<file path="config.mk">
export PLATFORM = sky130hd
export DESIGN_NAME = mux_rr_arbiter
export DESIGN_NICKNAME = d
export VERILOG_FILES = /design/src/rtl/mux_arb_pkg.sv /design/src/rtl/rr_prio_pick.sv /design/src/rtl/mux_rr_arbiter.sv
export SDC_FILE = /design/constraint.sdc
export NUM_CORES = 1
export LEC_CHECK = 0
export BUFFER_PORTS_ARGS = -buffer_cell sky130_fd_sc_hd__buf_4
export CORE_MARGIN = 2
export CORE_UTILIZATION = 50
export DETAILED_ROUTE_END_ITERATION = 12
export PLACE_DENSITY_LB_ADDON = 0.12
export SYNTH_ARGS = -nofsm -noshare
export SYNTH_HDL_FRONTEND = slang
export SYNTH_SLANG_ARGS = --single-unit
</file>
<file path="constraint.sdc">
create_clock -name clk -period 6 [get_ports clk]
set_clock_uncertainty 0.15 [all_clocks]
set_input_delay 1.2 -clock clk [delete_from_list [all_inputs] [get_ports clk]]
set_output_delay 1.2 -clock clk [all_outputs]
set_load 0.05 [all_outputs]
</file>
<file path="src/rtl/mux_arb_pkg.sv">
// Shared definitions for the round-robin output arbiter: FSM encoding, default sizes
// and a reference round-robin pick function for the default requester count.
package mux_arb_pkg;

    localparam logic ST_IDLE = 1'b0;
    localparam logic ST_SEND = 1'b1;

    localparam int DEF_N     = 4;
    localparam int DEF_W     = 2;
    localparam int DEF_SEL_W = $clog2(DEF_N);

    typedef struct packed {
        logic                 found;
        logic [DEF_SEL_W-1:0] idx;
    } pick_t;

    // Scan downward so the smallest offset from ptr is the one left standing.
    function automatic pick_t rr_pick(input logic [DEF_N-1:0] valid,
                                      input logic [DEF_SEL_W-1:0] ptr);
        pick_t                p;
        logic [DEF_SEL_W-1:0] idx;
        p = '0;
        for (int k = DEF_N - 1; k >= 0; k--) begin
            idx = ptr + DEF_SEL_W'(k);
            if (valid[idx]) begin
                p.found = 1'b1;
                p.idx   = idx;
            end
        end
        return p;
    endfunction

endpackage

</file>
<file path="src/rtl/rr_prio_pick.sv">
// Combinational round-robin winner select: rotate the request vector so ptr sits at
// bit 0, priority-encode the lowest set bit, then rotate the index back.
module rr_prio_pick #(
    parameter int N     = 4,
    parameter int SEL_W = 2
) (
    input  logic [N-1:0]     valid,
    input  logic [SEL_W-1:0] ptr,
    output logic [SEL_W-1:0] win,
    output logic             found
);

    logic [N-1:0]     rot;
    logic [SEL_W-1:0] off;
    logic [SEL_W-1:0] idx;

    always_comb begin
        rot = '0;
        idx = '0;
        for (int k = 0; k < N; k++) begin
            idx    = ptr + SEL_W'(k);
            rot[k] = valid[idx];
        end
    end

    always_comb begin
        found = 1'b0;
        off   = '0;
        for (int k = N - 1; k >= 0; k--) begin
            if (rot[k]) begin
                found = 1'b1;
                off   = SEL_W'(k);
            end
        end
    end

    assign win = ptr + off;

endmodule

</file>
<file path="src/rtl/mux_rr_arbiter.sv">
// Round-robin arbiter driving the mux42 select with a one-deep registered output stage.
// Optional MUX_ARB_HOLD_EN lets a requester keep the grant for up to MAX_HOLD beats.
module mux_rr_arbiter
    import mux_arb_pkg::*;
#(
    parameter int N        = DEF_N,
    parameter int W        = DEF_W,
    parameter int SEL_W    = $clog2(N),
    parameter int MAX_HOLD = 4
) (
    input  logic             clk,
    input  logic             rst_n,
    input  logic [N-1:0]     req_valid,
    input  logic [N*W-1:0]   req_data,
    output logic [N-1:0]     req_ready,
    output logic             out_valid,
    output logic [W-1:0]     out_data,
    output logic [SEL_W-1:0] out_sel,
    input  logic             out_ready,
    output logic             busy
);

    if (SEL_W != $clog2(N) || MAX_HOLD < 1) begin : g_bad_cfg
        $error("mux_rr_arbiter: SEL_W must equal clog2(N) and MAX_HOLD must be >= 1");
    end

    logic             state;
    logic             state_next;
    logic [SEL_W-1:0] ptr;
    logic [SEL_W-1:0] win;
    logic             found;
    logic             can_load;
    logic             load;

    rr_prio_pick #(.N(N), .SEL_W(SEL_W)) u_pick (
        .valid (req_valid),
        .ptr   (ptr),
        .win   (win),
        .found (found)
    );

    // Gating with rst_n keeps req_ready low for the whole time reset is held.
    assign can_load = (state == ST_IDLE) | out_ready;
    assign load     = rst_n & can_load & found;

    always_ff @(posedge clk or negedge rst_n) begin
        if (!rst_n) state <= ST_IDLE;
        else        state <= state_next;
    end

    always_comb begin
        state_next = state;
        case (state)
            ST_IDLE: if (load) state_next = ST_SEND;
            ST_SEND: begin
                if (load)           state_next = ST_SEND;
                else if (out_ready) state_next = ST_IDLE;
            end
            default: state_next = ST_IDLE;
        endcase
    end

    always_comb begin
        req_ready = '0;
        if (load) req_ready[win] = 1'b1;
        out_valid = (state == ST_SEND);
        busy      = (state == ST_SEND);
    end

    always_ff @(posedge clk or negedge rst_n) begin
        if (!rst_n) begin
            out_data <= '0;
            out_sel  <= '0;
        end else if (load) begin
            out_data <= req_data[win*W +: W];
            out_sel  <= win;
        end
    end

`ifdef MUX_ARB_HOLD_EN
    localparam int HC_W = $clog2(MAX_HOLD) + 1;

    logic [HC_W-1:0] hold_cnt;
    logic [HC_W-1:0] run;

    // A different winner starts a fresh streak; out_sel is the previous winner.
    assign run = (win == out_sel) ? hold_cnt : '0;

    always_ff @(posedge clk or negedge rst_n) begin
        if (!rst_n) begin
            ptr      <= '0;
            hold_cnt <= '0;
        end else if (load) begin
            if (run < HC_W'(MAX_HOLD - 1)) begin
                ptr      <= win;
                hold_cnt <= run + 1'b1;
            end else begin
                ptr      <= win + 1'b1;
                hold_cnt <= '0;
            end
        end else if (state == ST_IDLE) begin
            hold_cnt <= '0;
        end
    end
`else
    always_ff @(posedge clk or negedge rst_n) begin
        if (!rst_n)    ptr <= '0;
        else if (load) ptr <= win + 1'b1;
    end
`endif

endmodule
</file>
==> metrics, run 1 <==
# diodes=0; Synth Area per Inst=a little under 9 sq um; die area=~1600 sq um; Setup WS pre-CTS=1.451 ns; synth unique cells=30; 1st-iter DRT viols=0; sw frac=0.5095; Critical Path Start Type=primary input; Sw Pwr=0.2592 mW; type of the tightest min-delay check=register to register; Syn Nets=89; drt drc=0; setup ws final=1.444 ns; Post-CTS Hold Fix Bufs=0; crit end category=output port; TNS Setup=0 ns; max_slew headroom=0.6478; Root Driver=clkbuf_4; post-detailed-route count of antenna-violating nets=0; WS Path Type=primary input to output port; layout cells sized above 1=0.3438; Syn Std Cell Area=648.1 sq um; Post-CTS Setup Inserts=0; DRT Pass-1 Iters=1; Power Density=606.0 nW/um^2; CTS max path bufs=2; Num CTS Buffers=3; final slew viol count=0; first-pass GRT wire length=1966 microns; clk_lat worst skew=0.25 ns; max-cap viol count=0; Synth Warn #=0; Peak VDD IR=409.1 uV; antenna violations before repair=0; CP Data Arrival Time=3.21 ns; Worst Setup SP=req_valid[2]; core box area=1156 sq um; outcome=finished clean; Slew @ Worst Pin=0.5283 ns; R2R Path Start=ptr[1]; Post-Syn Instances=73; post-DR vias/cell=5.391; critical-path maximum fanout=8; clock share of power=0.086; Starting Density=0.5606; worst setup path endpoint=req_ready[0]; Final min period=roughly 4.6 ns; routability cong.=~0.76; sequential power share=0.178; final worst-path cycle share=0.7594; sequential-to-total area share from yosys stat=0.2703; final net count=113; overall routing resource usage=0.1906; worst r2r path cells=7; leakage=approximately 0.40 nW; post_cts resized=0; vias in the first global route=480; final setup violation count=0; H-tree levels=1; DP HPWL=between 1000 and 1500 microns; Pint=0.2495 mW; pin count of the biggest net entering global routing=17; IO Pins=25; final wirelength=1325 microns; PortBufs=24; row count=12; total grt overflow=0; Worst-path clk slew=0.06 ns; Final Hold Fails=0; Die X=roughly 40 microns; Area growth syn-to-layout=29.54%; Fmax=between 200 and 250 MHz; detailed-route via count=slightly below 600; post-layout power=0.5087 mW; Wirelength per Cell=about 12 microns; die height=between 40 and 50 microns; R2R Path End=ptr[1]; RSZ-0062 raised after global routing=false; CP required=4.65 ns; TritonCTS clock tree=done; combinational share of power=0.736; flops & latches, synth=7; CTS sink count=7; flop2flop setup slack=about 3.5 ns
==> Yosys cell counts <==
library cell | n | area (sq um)
o21a_1 | 1 | 7.510
nand2b_2 | 1 | 8.760
xor2_1 | 1 | 8.760
nor3_1 | 10 | 50.05
dfrtp_1 | 7 | 175.2
o21bai_1 | 1 | 7.510
buf_4 | 1 | 7.510
nand3_1 | 2 | 10.01
nor3b_1 | 1 | 7.510
ha_1 | 1 | 12.51
xnor2_1 | 2 | 17.52
inv_1 | 2 | 7.510
buf_6 | 1 | 11.26
a21oi_1 | 4 | 20.02
nor2_1 | 3 | 11.26
o41ai_1 | 1 | 8.760
a32oi_2 | 1 | 16.27
clkbuf_1 | 1 | 3.750
mux2i_1 | 9 | 90.09
nand2b_1 | 2 | 12.51
o21ai_0 | 2 | 10.01
or2_2 | 1 | 6.260
buf_2 | 2 | 10.01
nor2b_1 | 1 | 6.260
and2b_1 | 1 | 7.510
o22ai_4 | 1 | 20.02
or2b_1 | 1 | 7.510
nand2_1 | 9 | 33.78
mux2_4 | 2 | 30.03
xnor3_1 | 1 | 22.52
==> cells in the final DEF, fill, tap and decap left out, drive strengths merged, types with 2 or more instances in the layout <==
cell | synthesis | routed
xnor2 | 2 | 2
mux2i | 9 | 9
nand2b | 3 | 3
inv | 2 | 2
o21ai | 2 | 2
nor3 | 10 | 10
clkbuf | 1 | 4
buf | 4 | 24
nand2 | 9 | 9
mux2 | 2 | 2
nand3 | 2 | 2
dfrtp | 7 | 7
a21oi | 4 | 4
nor2 | 3 | 3
==> state kept, by name (all words and copies together), names as in the netlist <==
name	flops
out_data	2
out_sel	2
ptr	2
busy	1
==> through the flow <==
stage,cells,utilization,area (sq um),hold WS (ns)
2_1_floorplan,73,-,648.1,0.4411
3_5_place_dp,106,0.7035,813.3,0.3203
6_report,110,0.7262,839.6,0.3300
4_1_cts,110,0.7262,839.6,0.3331
5_1_grt,110,0.7262,839.6,0.3823
3_3_place_gp,106,0.7035,813.3,0.3142
==> power groups by stage <==
| stage | clock network [mW] | logic, mW | registers [mW] |
|---|---|---|---|
| 2_1_floorplan | 0 | 0.270 | 0.129 |
| 3_3_place_gp | 0 | 0.371 | 0.0908 |
| 3_5_place_dp | 0 | 0.373 | 0.0909 |
| 4_1_cts | 0.0456 | 0.377 | 0.0908 |
| 5_1_grt | 0.0493 | 0.401 | 0.0940 |
| 6_report | 0.0440 | 0.374 | 0.0905 |
==> layer usage <==
layer / vias up / track usage / routed length (microns)
li1: 304 / - / -
met1: 272 / 0.2369 / 587
met2: 17 / 0.3105 / 656
met3: 0 / 0.08333 / 82
met4: 0 / 0.02586 / 0
met5: - / 0 / 0
==> worst min path at each step <==
stage / startpoint / to / slack, ns / cells past startpoint
finish: out_sel[0] / out_sel[0] / 0.33 / 2
global route: out_sel[0] / out_sel[0] / 0.38 / 2
CTS: out_sel[0] / out_sel[0] / 0.33 / 2
detailed placement: out_sel[0] / out_sel[0] / 0.32 / 2
global placement: out_sel[0] / out_sel[0] / 0.31 / 2
floorplan: ptr[0] / ptr[0] / 0.44 / 1
==> layout make-up <==
type	count	area, sq um
multi-input combinational	59	432.9
fill	104	316.6
timing repair buffer	24	180.2
sequential	7	175.2
clock buffer	4	26.28
tap	14	17.52
inverter	2	7.507
==> worst max-delay path: stages <==
cell and delay (ns):
buf_4 0.12, or2b_1 0.23, a21oi_1 0.14, a21oi_1 0.05, a21oi_1 0.15, ha_1 0.21
xor2_1 0.39, xnor2_1 0.25, nor3b_1 0.23, buf_4 0.23
==> cell families after synthesis <==
| kind of cell | synth area share |
|---|---|
| compound gates | 0.1390 |
| buf+inv | 0.06178 |
| xor+xnor | 0.07529 |
| mux | 0.1853 |
| flops | 0.2703 |
| simple gates | 0.2491 |
| fa+ha+maj | 0.01930 |
Power figures use the tool's default switching activity.
==> run 2: changes to the inputs <==
--- a/config.mk
+++ b/config.mk
@@ -5,9 +5,10 @@
 export SDC_FILE = /design/constraint.sdc
 export NUM_CORES = 1
 export LEC_CHECK = 0
+export ABC_AREA = 1
 export BUFFER_PORTS_ARGS = -buffer_cell sky130_fd_sc_hd__buf_4
 export CORE_MARGIN = 2
-export CORE_UTILIZATION = 50
+export CORE_UTILIZATION = 43
 export DETAILED_ROUTE_END_ITERATION = 12
 export PLACE_DENSITY_LB_ADDON = 0.12
 export SYNTH_ARGS = -nofsm -noshare
==> constraint.sdc (replaced) <==
create_clock -name clk -period 4.1 [get_ports clk]
set_clock_uncertainty 0.15 [all_clocks]
set_input_delay 0.82 -clock clk [delete_from_list [all_inputs] [get_ports clk]]
set_output_delay 0.82 -clock clk [all_outputs]
set_load 0.05 [all_outputs]
==> run 2 against run 1 <==
Against the previous run: sequential share of layout area decreased by 1.2 points; critical path depth increased by 7; sequential cell count unchanged; synthesized cell count increased by 51%; count of clock-buffer cells in the layout unchanged; via count increased by 20%; first-iteration DRC count increased by 10; core utilization decreased by 14 points.
==> metrics, run 2 <==
outcome=finished clean; DRT Pass-1 Iters=4; Synth Warn #=0; antenna violations before repair=0; overall routing resource usage=0.1764; WS Path Type=primary input to output port; Synth top area share=0.2473; critical-path maximum fanout=6; TNS Setup=0 ns; Syn Nets=126; CP Data Arrival Time=2.49 ns; final setup violation count=0; post-detailed-route count of antenna-violating nets=0; final slew viol count=0; Synth Area per Inst=6.438 sq um; Largest regs=out_data (2), out_sel (2), ptr (2); first-pass GRT wire length=2580 microns; pin count of the biggest net entering global routing=12; DP HPWL=1138 microns; # diodes=0; Final min period=3.460 ns; Area contributors post-synth=dfrtp_1 25%, nand2_1 24%, nand2_2 9.7%, nand3_1 6.4%, inv_1 6.4%; total grt overflow=0; PortBufs=24; detailed-route via count=710; Die X=44.58 microns; CTS max path bufs=2; Syn Std Cell Area=708.2 sq um; setup ws final=0.6400 ns; Final Hold Fails=0; worst stage delay on the critical path=between 0.2 and 0.25 ns; most common cell in the netlist=nand2_1; Wirelength per Cell=a little over 9 microns; IO Pins=25; Worst-path clk slew=0.05 ns; Fmax=289.0 MHz; Post-CTS Hold Fix Bufs=0; CP required=3.13 ns; top_reg_cell synth=dfrtp_1; Root Driver=clkbuf_4; max-cap viol count=0; clk_lat worst skew=0.25 ns; final core utilization=0.5837; final worst-path cycle share=0.8439; area leader, netlist=dfrtp_1; number of flops mapped to enable cells by yosys=0; flops & latches, synth=7; row count=14; synth unique cells=19; Area growth syn-to-layout=25.62%; die height=between 40 and 50 microns; 1st-iter DRT viols=10; RSZ-0062 raised after global routing=false; CTS sink count=7; max_slew headroom=0.7137; sequential-to-total area share from yosys stat=0.2473; Post-Syn Instances=110; H-tree levels=1; Post-CTS Setup Inserts=0; vias in the first global route=between 600 and 700; chain of cells forming the critical path=buf_4 > inv_1 > nand2_1 > nand2_1 > nand2_1 > nand2_1 > a21oi_1 > nor2_1 > ha_1 > xor2_1 > inv_1 > nand3_2 > nand2_2 > inv_1 > nand2_2 > inv_1 > buf_4; final wirelength=about 1400 microns; post_cts resized=0; commonest cells after routing, fill and taps aside=45 x nand2_1, 24 x buf_4, 12 x inv_1; layout cells sized above 1=0.3308; Starting Density=0.4647; crit end category=output port; type of the tightest min-delay check=primary input to asynchronous set/reset pin; TritonCTS clock tree=done; die area=1987 sq um; post-DR vias/cell=4.765; Critical Path Start Type=primary input; Slowest cell on crit path=xor2_1; Slew @ Worst Pin=0.4295 ns; routability cong.=0.7991; Num CTS Buffers=3; core box area=1524 sq um; final net count=150; drt drc=0; synth cell count leaders=45 x nand2_1, 12 x inv_1, 11 x nand2_2; Setup WS pre-CTS=0.6249 ns; Async S/R FF share, synth=1.000; most common cell after layout, fill and taps aside=nand2_1
-- run 2: changes by cell type after synthesis, sizes merged, moves of 2 or more --
cell | previous run | this run
nor3 | 10 | 1
nand2b | 3 | 0
nand3 | 2 | 11
xnor2 | 2 | 0
inv | 2 | 14
a21oi | 4 | 2
mux2 | 2 | 0
nor2 | 3 | 5
mux2i | 9 | 4
nand2 | 9 | 56
-- run 2: metal layers --
metal | wire length, microns | global-route usage | vias up
met1 | 597 | 0.2152 | 307
met3 | 85 | 0.06531 | 0
met5 | 0 | 0 | -
li1 | - | - | 385
met2 | 702 | 0.2957 | 18
met4 | 0 | 0.03636 | 0
-- run 2: critical path, delay by kind of cell --
family,cells,cell delay (ns)
adder cells (fa/ha/maj),1,0.16
AND/OR/NAND/NOR,8,0.68
buffers and inverters,6,0.56
XOR/XNOR,1,0.21
AO/OA/AOI/OAI,1,0.07
-- run 2: cell type report --
type | count | area (sq um)
multi-input combinational | 84 | 427.9
sequential | 7 | 175.2
clock buffer | 4 | 26.28
timing repair buffer | 24 | 180.2
inverter | 14 | 60.06
fill | 152 | 634.4
tap | 16 | 20.02
-- run 2: final timing paths --
path                            slack [ns]           end  cells after the start          from
worst max-delay path                  0.64  req_ready[1]                     17  req_valid[1]
worst min-delay path                  0.22          busy                      1         rst_n
worst max register to register        1.80   out_data[0]                     12        ptr[0]
worst min register to register        0.34    out_sel[1]                      2    out_sel[1]
max in group asynchronous             3.45    out_sel[0]                      1         rst_n
min in group clk                      0.34    out_sel[1]                      2    out_sel[1]
-- run 2: stage by stage --
step | hold WS [ns] | instances | instance area [sq um]
final | 0.2199 | 149 | 889.6
after global routing | 0.2159 | 149 | 889.6
after CTS | 0.2190 | 149 | 889.6
after detailed placement | 0.3213 | 145 | 863.3
after global placement | 0.3210 | 145 | 863.3
after floorplan | 0.3744 | 110 | 708.2
-- run 2: kinds of logic (layout without fill, tap and decap cells) --
group / after synthesis / count (layout) / synth area share
and+or+nand+nor: 73 / 73 / 0.4823
buffers and inverters: 19 / 42 / 0.1484
DFF: 7 / 7 / 0.2474
AOI/OAI and AO/OA: 5 / 5 / 0.03533
muxes: 4 / 4 / 0.05654
adders and majority gates: 1 / 1 / 0.01767
xor gates and xnor gates: 1 / 1 / 0.01237
Power of run 2 is not shown: default switching activity piles up to over one toggle a cycle in this logic, so the estimate is an artifact.
==> run 3: changes to the inputs <==
--- a/config.mk
+++ b/config.mk
@@ -8,7 +8,7 @@
 export ABC_AREA = 1
 export BUFFER_PORTS_ARGS = -buffer_cell sky130_fd_sc_hd__buf_4
 export CORE_MARGIN = 2
-export CORE_UTILIZATION = 43
+export CORE_UTILIZATION = 48
 export DETAILED_ROUTE_END_ITERATION = 12
 export PLACE_DENSITY_LB_ADDON = 0.12
 export SYNTH_ARGS = -nofsm -noshare
==> constraint.sdc (replaced) <==
create_clock -name clk -period 3.3 [get_ports clk]
set_clock_uncertainty 0.15 [all_clocks]
set_input_delay 0.66 -clock clk [delete_from_list [all_inputs] [get_ports clk]]
set_output_delay 0.66 -clock clk [all_outputs]
set_load 0.05 [all_outputs]
==> run 3 against run 2 <==
Against the previous run: global-route usage increased by 2.3 points; design area increased by 7.6%; highest routed layer is now met4; first-iteration DRC count stayed put; cell count rose by 1.3%; via count rose by 5.1%; non-clock buffer count up 3.
==> metrics, run 3 (synthesized netlist as in run 2, its figures left out) <==
outcome=finished clean; Root Driver=clkbuf_4; Layout fillers=between 100 and 150; final wirelength=1601 microns; # diodes=0; DP HPWL=1264 microns; type of the tightest min-delay check=primary input to asynchronous set/reset pin; multi-input combinational cell area=between 400 and 500 sq um; drt drc=0; commonest cells after routing, fill and taps aside=44 x nand2_1, 22 x buf_4, 12 x inv_1; H-tree levels=1; final slew viol count=0; fin cells=151; WS Path Type=register to output port; Wirelength per Cell=10.60 microns; DRT Pass-1 Iters=4; IO Pins=25; final setup violation count=0; critical-path maximum fanout=9; max-cap viol count=0; row count=13; CP Data Arrival Time=between 2 and 2.5 ns; Area growth syn-to-layout=35.16%; Worst-path clk slew=0.06 ns; die area=1799 sq um; antenna violations before repair=0; PortBufs=24; layout cells sized above 1=0.3897; CP required=2.49 ns; register area=177.7 sq um; R2R Path End=out_data[0]; routability cong.=0.7344; CTS max path bufs=2; Num CTS Buffers=3; Die X=42.41 microns; overall routing resource usage=0.1998; most common cell after layout, fill and taps aside=nand2_1; Final Hold Fails=0; final worst-path cycle share=0.9537; Starting Density=0.5310; pin count of the biggest net entering global routing=12; die height=42.41 microns; Critical Path Start Type=register; Fmax=around 320 MHz; max_slew headroom=0.8428; worst r2r path cells=13; R2R Path Start=ptr[0]; total grt overflow=0; Final min period=3.147 ns; post-detailed-route count of antenna-violating nets=0; final net count=153; Post-CTS Hold Fix Bufs=0; CTS sink count=7; post-DR vias/cell=4.940; clk_lat worst skew=0.26 ns; vias in the first global route=677; placed cell count=approximately 150; 1st-iter DRT viols=10; first-pass GRT wire length=~2700 microns; core box area=1334 sq um; crit end category=output port; detailed-route via count=approximately 750; Largest regs=out_data (2), out_sel (2), ptr (2); flop2flop setup slack=1.10 ns; TritonCTS clock tree=done; Slew @ Worst Pin=0.2350 ns
run 3: cell count changes in the layout (fill, tap and decap cells not counted), sizes merged:
cell,delta
buf,+3
run 3: per-stage QoR:
step	hold slack [ns]	setup WS, ns	setup TNS, ns	area, sq um	utilization
final	0.05005	0.1527	0	957.2	0.7176
after global routing	0.04280	-0.02070	-0.05165	957.2	0.7176
after CTS	0.04570	0.08647	0	902.1	0.6764
after detailed placement	0.3161	0.1371	0	874.6	0.6557
after global placement	0.3181	0.2261	0	874.6	0.6557
after floorplan	0.2144	0.02167	0	713.2	-
run 3: critical path: stages (launching register included):
cell and delay (ns):
dfrtp_2 0.42, buf_12 0.14, inv_8 0.06, nand2_1 0.05, nand2_2 0.09, nand2_1 0.06, nand2_1 0.09, a21oi_1 0.07
nor2_1 0.10, ha_2 0.20, xor2_2 0.18, inv_1 0.07, nand3_2 0.11, nand2_4 0.08, inv_1 0.07, nand2_2 0.06
inv_1 0.06, buf_6 0.15
run 3: worst max path at each step:
stage / slack (ns) / endpoint / cells after the start / startpoint
finish: 0.15 / req_ready[1] / 17 / ptr[0]
global route: -0.02 / req_ready[1] / 17 / ptr[0]
CTS: 0.09 / req_ready[1] / 16 / ptr[1]
detailed placement: 0.14 / req_ready[1] / 17 / req_valid[1]
global placement: 0.23 / req_ready[1] / 17 / req_valid[3]
floorplan: 0.02 / req_ready[3] / 11 / req_valid[0]
run 3: area by class of cell:
cell class	count	share of cell area
clock buffer	4	0.02745
inverter	14	0.06275
multi-input combinational	84	0.4706
sequential	7	0.1856
tap	15	0.01961
timing repair buffer	27	0.2340
run 3: repair_timing:
| item | CTS | global route |
|---|---|---|
| buffers inserted | 0 | 2 |
| pin swaps | 0 | 1 |
| endpoints found under the setup margin | 3 | 4 |
| gates resized for setup | 1 | 8 |
run 3: per-layer routing:
metal,global-route usage,part of all wire,vias to the layer above
met1,0.2240,0.39,326
met4,0.09375,0.012,0
met2,0.3292,0.52,28
met5,0,0,-
li1,-,-,390
met3,0.07759,0.077,2
Power of run 3 is left out for the same reason.
